===== config.mk =====
export PLATFORM = sky130hd
export DESIGN_NAME = alu
export DESIGN_NICKNAME = d
export VERILOG_FILES = /design/src/rtl/alu.sv
export SDC_FILE = /design/constraint.sdc
export NUM_CORES = 1
export LEC_CHECK = 0
export CORE_MARGIN = 3
export CORE_UTILIZATION = 60
export CTS_CLUSTER_DIAMETER = 200
export CTS_CLUSTER_SIZE = 40
export DETAILED_ROUTE_END_ITERATION = 6
export DONT_BUFFER_PORTS = 1
export GPL_ROUTABILITY_DRIVEN = 0
export GPL_TIMING_DRIVEN = 0
export PLACE_DENSITY = 0.76
export SLEW_MARGIN = 20
export SYNTH_ARGS = -nofsm -noshare
export SYNTH_HDL_FRONTEND = slang
export SYNTH_SLANG_ARGS = --single-unit

===== constraint.sdc =====
create_clock -name clk -period 5.1 [get_ports clk]
set_input_delay 1.02 -clock clk [delete_from_list [all_inputs] [get_ports clk]]
set_output_delay 1.02 -clock clk [all_outputs]
set_load 0.01 [all_outputs]

===== src/rtl/alu.sv =====
// ---------------------------------------------------------------------------
// alu : multi-cycle 8-bit sequential ALU
//
// Operands arrive byte-serially on inbus, results leave byte-serially on
// outbus. Supports unsigned add, subtract, shift-add multiply (8x8->16) and
// SRT radix-2 divide (16/8 -> 8-bit quotient, 8-bit remainder). A one-hot
// FSM sequences the A/Q/M/Q' datapath registers.
//
// Ports:
//   clk               in   1   system clock, rising edge
//   reset             in   1   synchronous, active-low
//   BEGIN             in   1   start strobe, sampled only in IDLE
//   op_code           in   2   00 add, 01 sub, 10 mul, 11 div
//   inbus             in   8   operand byte stream
//   outbus            out  8   registered result byte stream
//   END               out  1   one-cycle completion pulse
//   act_state_debug   out 17   current one-hot state
//   next_state_debug  out 17   combinational next state
//   A/Q/M/Qprim_reg_debug out 9  datapath registers
//   SRT2counter_debug out  3   iteration / normalisation counter
// ---------------------------------------------------------------------------
module alu (
    input  logic        clk,
    input  logic        reset,
    input  logic        BEGIN,
    input  logic [1:0]  op_code,
    input  logic [7:0]  inbus,
    output logic [7:0]  outbus,
    output logic        END,
    output logic [16:0] act_state_debug,
    output logic [16:0] next_state_debug,
    output logic [8:0]  A_reg_debug,
    output logic [8:0]  Q_reg_debug,
    output logic [8:0]  M_reg_debug,
    output logic [8:0]  Qprim_reg_debug,
    output logic [2:0]  SRT2counter_debug
);

    typedef enum logic [16:0] {
        IDLE        = 17'h00001,
        LD_A        = 17'h00002,
        LD_Q        = 17'h00004,
        LD_M        = 17'h00008,
        ADDSUB      = 17'h00010,
        MUL_INIT    = 17'h00020,
        MUL_ADD     = 17'h00040,
        MUL_SHIFT   = 17'h00080,
        DIV_CHECK   = 17'h00100,
        DIV_NORM    = 17'h00200,
        DIV_STEP    = 17'h00400,
        DIV_ADDSUB  = 17'h00800,
        DIV_CORRECT = 17'h01000,
        DIV_DENORM  = 17'h02000,
        OUT_1       = 17'h04000,
        OUT_2       = 17'h08000,
        DONE        = 17'h10000
    } state_t;

    typedef enum logic [1:0] {
        OP_ADD = 2'b00,
        OP_SUB = 2'b01,
        OP_MUL = 2'b10,
        OP_DIV = 2'b11
    } op_t;

    state_t      state;
    state_t      next_state;
    op_t         op_reg;
    logic [8:0]  a_reg;
    logic [8:0]  q_reg;
    logic [8:0]  m_reg;
    logic [8:0]  qp_reg;
    logic [2:0]  counter;
    logic [2:0]  norm_shift;
    logic        a_ext;

    logic [7:0]  addsub_result;
    logic        div_overflow;
    logic [9:0]  srt_rem;
    logic [9:0]  srt_minus_m;
    logic [9:0]  srt_plus_m;
    logic        digit_pos;
    logic        digit_neg;

    // After the SRT left shift the partial remainder needs one bit more than
    // the 9-bit A register holds; a_ext carries that sign bit from DIV_STEP
    // into DIV_ADDSUB. Digit selection compares against +/-128: bits [9:7]
    // all equal means the remainder is in [-128,128) and the digit is 0.
    always_comb begin
        addsub_result = (op_reg == OP_SUB) ? (a_reg[7:0] - m_reg[7:0])
                                           : (a_reg[7:0] + m_reg[7:0]);
        div_overflow  = (m_reg[7:0] == 8'd0) || (a_reg[7:0] >= m_reg[7:0]);
        srt_rem       = {a_ext, a_reg};
        srt_minus_m   = srt_rem - {2'b00, m_reg[7:0]};
        srt_plus_m    = srt_rem + {2'b00, m_reg[7:0]};
        digit_pos     = !srt_rem[9] && (srt_rem[8:7] != 2'b00);
        digit_neg     =  srt_rem[9] && (srt_rem[8:7] != 2'b11);
    end

    always_ff @(posedge clk) begin
        if (!reset) begin
            state <= IDLE;
        end else begin
            state <= next_state;
        end
    end

    always_comb begin
        next_state = state;
        END        = 1'b0;
        case (state)
            IDLE:        if (BEGIN) next_state = LD_A;
            LD_A:        next_state = (op_reg == OP_DIV) ? LD_Q : LD_M;
            LD_Q:        next_state = LD_M;
            LD_M: begin
                case (op_reg)
                    OP_MUL:  next_state = MUL_INIT;
                    OP_DIV:  next_state = DIV_CHECK;
                    default: next_state = ADDSUB;
                endcase
            end
            ADDSUB:      next_state = OUT_1;
            MUL_INIT:    next_state = MUL_ADD;
            MUL_ADD:     next_state = MUL_SHIFT;
            MUL_SHIFT:   next_state = (counter == 3'd7) ? OUT_1 : MUL_ADD;
            DIV_CHECK:   next_state = div_overflow ? OUT_1 : DIV_NORM;
            DIV_NORM:    next_state = m_reg[7] ? DIV_STEP : DIV_NORM;
            DIV_STEP:    next_state = DIV_ADDSUB;
            DIV_ADDSUB:  next_state = (counter == 3'd7) ? DIV_CORRECT : DIV_STEP;
            DIV_CORRECT: next_state = DIV_DENORM;
            DIV_DENORM:  next_state = OUT_1;
            OUT_1:       next_state = (op_reg == OP_MUL || op_reg == OP_DIV) ? OUT_2 : DONE;
            OUT_2:       next_state = DONE;
            DONE: begin
                END        = 1'b1;
                next_state = IDLE;
            end
            default:     next_state = IDLE;
        endcase
    end

    always_ff @(posedge clk) begin
        if (!reset) begin
            op_reg     <= OP_ADD;
            a_reg      <= 9'd0;
            q_reg      <= 9'd0;
            m_reg      <= 9'd0;
            qp_reg     <= 9'd0;
            counter    <= 3'd0;
            norm_shift <= 3'd0;
            a_ext      <= 1'b0;
            outbus     <= 8'd0;
        end else begin
            case (state)
                IDLE: begin
                    if (BEGIN) begin
                        op_reg <= op_t'(op_code);
                        a_reg  <= {1'b0, inbus};
                    end
                end
                LD_A: begin
                    if (op_reg == OP_DIV) begin
                        q_reg <= {1'b0, inbus};
                    end else begin
                        m_reg <= {1'b0, inbus};
                    end
                end
                LD_Q: m_reg <= {1'b0, inbus};
                ADDSUB: a_reg <= {1'b0, addsub_result};
                // The first operand (in A) becomes the multiplier in Q;
                // A becomes the running upper half of the product.
                MUL_INIT: begin
                    q_reg   <= {1'b0, a_reg[7:0]};
                    a_reg   <= 9'd0;
                    counter <= 3'd0;
                end
                MUL_ADD: begin
                    if (q_reg[0]) a_reg <= a_reg + m_reg;
                end
                MUL_SHIFT: begin
                    a_reg   <= {1'b0, a_reg[8:1]};
                    q_reg   <= {1'b0, a_reg[0], q_reg[7:1]};
                    counter <= counter + 3'd1;
                end
                DIV_CHECK: begin
                    if (div_overflow) begin
                        a_reg <= 9'h0FF;
                        q_reg <= 9'h0FF;
                    end
                    qp_reg  <= 9'd0;
                    counter <= 3'd0;
                end
                // Shifting dividend and divisor by the same amount leaves the
                // quotient unchanged and scales the remainder, undone later.
                DIV_NORM: begin
                    if (!m_reg[7]) begin
                        m_reg   <= {1'b0, m_reg[6:0], 1'b0};
                        a_reg   <= {1'b0, a_reg[6:0], q_reg[7]};
                        q_reg   <= {1'b0, q_reg[6:0], 1'b0};
                        counter <= counter + 3'd1;
                    end else begin
                        norm_shift <= counter;
                        counter    <= 3'd0;
                    end
                end
                DIV_STEP: begin
                    {a_ext, a_reg} <= {a_reg, q_reg[7]};
                    q_reg          <= {1'b0, q_reg[6:0], 1'b0};
                    qp_reg         <= {1'b0, qp_reg[6:0], 1'b0};
                end
                DIV_ADDSUB: begin
                    if (digit_pos) begin
                        a_reg    <= srt_minus_m[8:0];
                        q_reg[0] <= 1'b1;
                    end else if (digit_neg) begin
                        a_reg     <= srt_plus_m[8:0];
                        qp_reg[0] <= 1'b1;
                    end
                    counter <= counter + 3'd1;
                end
                // Q - Q' turns the signed-digit quotient into binary; a
                // negative final remainder needs one restoring step.
                DIV_CORRECT: begin
                    if (a_reg[8]) begin
                        a_reg <= a_reg + m_reg;
                        q_reg <= {1'b0, q_reg[7:0] - qp_reg[7:0] - 8'd1};
                    end else begin
                        q_reg <= {1'b0, q_reg[7:0] - qp_reg[7:0]};
                    end
                end
                DIV_DENORM: a_reg <= a_reg >> norm_shift;
                OUT_1: outbus <= (op_reg == OP_DIV) ? q_reg[7:0] : a_reg[7:0];
                OUT_2: outbus <= (op_reg == OP_MUL) ? q_reg[7:0] : a_reg[7:0];
                default: ;
            endcase
        end
    end

    assign act_state_debug   = state;
    assign next_state_debug  = next_state;
    assign A_reg_debug       = a_reg;
    assign Q_reg_debug       = q_reg;
    assign M_reg_debug       = m_reg;
    assign Qprim_reg_debug   = qp_reg;
    assign SRT2counter_debug = counter;

endmodule


==> run_results.csv <==
group,metric,value,unit
logic_synthesis,yosysTopAreaCellShare,23.4,%
cells_and_area,stdcell_count,890,
clock_tree,clock_sinks,67,
pwr,intPower,1.06,mW
setup_path,r2r-start,"A_reg_debug[8]",
global_route,grt_max_degree,14,
pwr,p_clk_share,34.8,%
worst_hold_path,hold_start,"a_ext",
logic_synthesis,yosysSeqAreaShare,23.4,%
sta,tns,0,ns
sta,max-slew-margin-rel,22.3,%
global_route,antenna_found_initial,0,
worst_hold_path,holdPathStages,2,
setup_path,critPathRequiredTime,4.08,ns
outcome,status,"finished with violations",
clock_tree,post_cts_resized,0,
worst_hold_path,worstHoldPathType,"flop to flop",
floorplanning,die_y,104,um
route,detail-route-antenna-nets,0,
logic_synthesis,synth_area_leaders,"dfxtp_1 (23%), ha_1 (7.6%), nor2_1 (6.5%), a211oi_1 (4.1%), nand2_1 (4.0%)",
route,via_per_inst,7.01,
sta,fmax,219,MHz
global_route,grt_use_total,36.4,%
floorplanning,fp-row-count,35,
placed_design,io_buffers,0,
pwr,seq_power_share,36.6,%
sta,finalSetupViolations,0,
sta,rsz0062_at_grt,"false",
setup_path,crit_path_end_kind,"primary output",
clock_tree,clk_path_buf_depth,2,
floorplanning,core,9280,sq um
global_route,grt_pass1_wl,31.4,mm
setup_path,timing.rr.end,"A_reg_debug[8]",
sta,period_minus_slack,4.56,ns
logic_synthesis,synth_edf_count,0,
clock_tree,postCtsHoldBufs,0,
clock_tree,cts_setup_buffers,0,
floorplanning,die_x,104,um
setup_path,rrSetupSlack,0.89,ns
pwr,leakagePower,2.30,nW
setup_path,critPathLaunch,"act_state_debug[1]",
worst_hold_path,whs_endpoint,"a_ext",
placed_design,hpwl,15.0,mm
clock_tree,clock_latency,0.35,ns
clock_tree,cts.clk_slew.worst_paths,0.08,ns
logic_synthesis,syn_area,5740,sq um
logic_synthesis,async_flop_share,0,%
route,drt-initial-drc-count,984,
placed_design,dp.cells,874,
clock_tree,cts_tree,"built",
sta,hold_violations,0,
cells_and_area,syn_to_final_growth,7.41,%
route,avgRoutedWirePerCell,22.8,um
cells_and_area,largest_register_ffs,17,
logic_synthesis,syn_avg_cell_area,7.73,sq um
logic_synthesis,synth_ff_type,"dfxtp_1",
pwr,pwr-share-comb,28.6,%
route,route.detailed.drc,1,
global_route,grt_pass1_vias,5868,
global_route,overflow,0,
logic_synthesis,ys_seq_elements,67,
logic_synthesis,synth_cells,743,
route,vias,6237,
pwr,ir_drop,0.232,mV
clock_tree,cts_made_buffers,9,
pwr,netSwitchingFraction,35.0,%
pwr,p_sw,0.573,mW
setup_path,path_max_fanout,10,
cells_and_area,layout_commonest_cell,"nor2_1",
outcome,violations,"design-rule violations",
clock_tree,cts_root_buffer,"clkbuf_8",
floorplanning,start_util,61.9,%
logic_synthesis,ys_types,80,
sta,max_slew.worst_pin.slew,1.16,ns
cells_and_area,nNetsFinal,808,
cells_and_area,layout_common_cells,"nor2_1 (100), dfxtp_1 (67), nand2_1 (61)",
sta,fin_crit_sh,89.4,%
logic_synthesis,synth_top_area_cell,"dfxtp_1",
cells_and_area,antenna_cells,0,
setup_path,r2r_cells,13,
sta,slew_violations,0,
cells_and_area,drive_gt1_share,7.10,%
floorplanning,io_pins,95,
setup_path,startpoint_type,"flop",
route,first_pass_iters,7,
clock_tree,htreeDepth,3,
sta,skew,0.0133,ns
setup_path,critPathKind,"flop to primary output",
setup_path,critPathArrivalTime,3.54,ns
logic_synthesis,synth_warnings,0,
route,routed_wl,20.3,mm
pwr,power_density,265,nW/um^2
pwr,p_total,1.64,mW
run,max_cap_violations,0,
floorplanning,die_area,10800,sq um
kinds of logic after synthesis:
| group | synth area share, % |
|---|---|
| mux | 4.84 |
| flops | 23.4 |
| simple gates | 27.7 |
| compound gates | 24.4 |
| xor+xnor | 4.73 |
| buf+inv | 5.88 |
| fa+ha+maj | 9.02 |
| other cells | 0.0653 |
worst max-delay path, stage by stage, from the launching register on:
cell and delay, ns:
dfxtp_1 0.36, buf_6 0.15, nor4_2 0.46, nand4_1 0.29
nor2_1 0.77, clkbuf_1 0.54, inv_1 0.13, o21ai_0 0.47
stage by stage:
| step | hold slack, ns | instance area, sq um | utilization (%) | worst slack (ns) |
|---|---|---|---|---|
| after detailed placement | 0.501 | 5910 | 63.7 | 1.10 |
| after floorplan | 0.468 | 5750 | - | 1.89 |
| after CTS | 0.520 | 6160 | 66.4 | 0.731 |
| after global routing | 0.570 | 6170 | 66.5 | 0.346 |
| after global placement | 0.493 | 5910 | 63.7 | 1.14 |
| final | 0.529 | 6170 | 66.5 | 0.542 |
metal layers:
metal	global-route usage, %	vias to the layer above	wire length [um]
met4	16.5	0	1020
li1	-	2762	-
met2	56.0	514	8830
met5	0	-	0
met1	45.4	2856	7440
met3	13.6	105	2980
cell type report:
cell class	instances	area, sq um
buffer	45	199
clock buffer	10	138
clock inverter	6	113
fill	834	3110
inverter	37	139
multi-input combinational	596	4080
sequential	67	1340
tap	129	161
worst max-delay path by stage:
stage,endpoint,cells past startpoint
after floorplan,next_state_debug[14],8
after global placement,A_reg_debug[8],13
after detailed placement,A_reg_debug[8],13
after CTS,next_state_debug[6],7
after global routing,next_state_debug[6],7
final,next_state_debug[6],7
Yosys cell counts, types with 4 or more instances:
master and instances:
nor2_1 100, dfxtp_1 67, nand2_1 61, a21oi_1 39, clkbuf_1 36, inv_1 36
ha_1 35, o21ai_0 32, a211oi_1 31, nor3_1 28, xnor2_1 22, mux2i_1 21
nand2b_1 17, nand3_1 16, a221oi_1 15, a22oi_1 11, a31oi_1 10, nor4_1 10
nand4_1 9, nor2b_1 9, xor2_1 9, and2_1 8, a2111oi_0 6, a21o_1 6
a222oi_1 5, and3_1 5, or3_1 5, and4b_1 4, fa_1 4, o31ai_1 4
or2_2 4
power groups by stage:
stage               Combinational (mW)  Sequential, mW  Clock (mW)
floorplan                        0.352           0.589           0
global placement                 0.430           0.610           0
detailed placement               0.445           0.610           0
CTS                              0.450           0.598       0.566
global route                     0.507           0.601       0.590
finish                           0.468           0.599       0.570
Power figures use the tool's default switching activity.
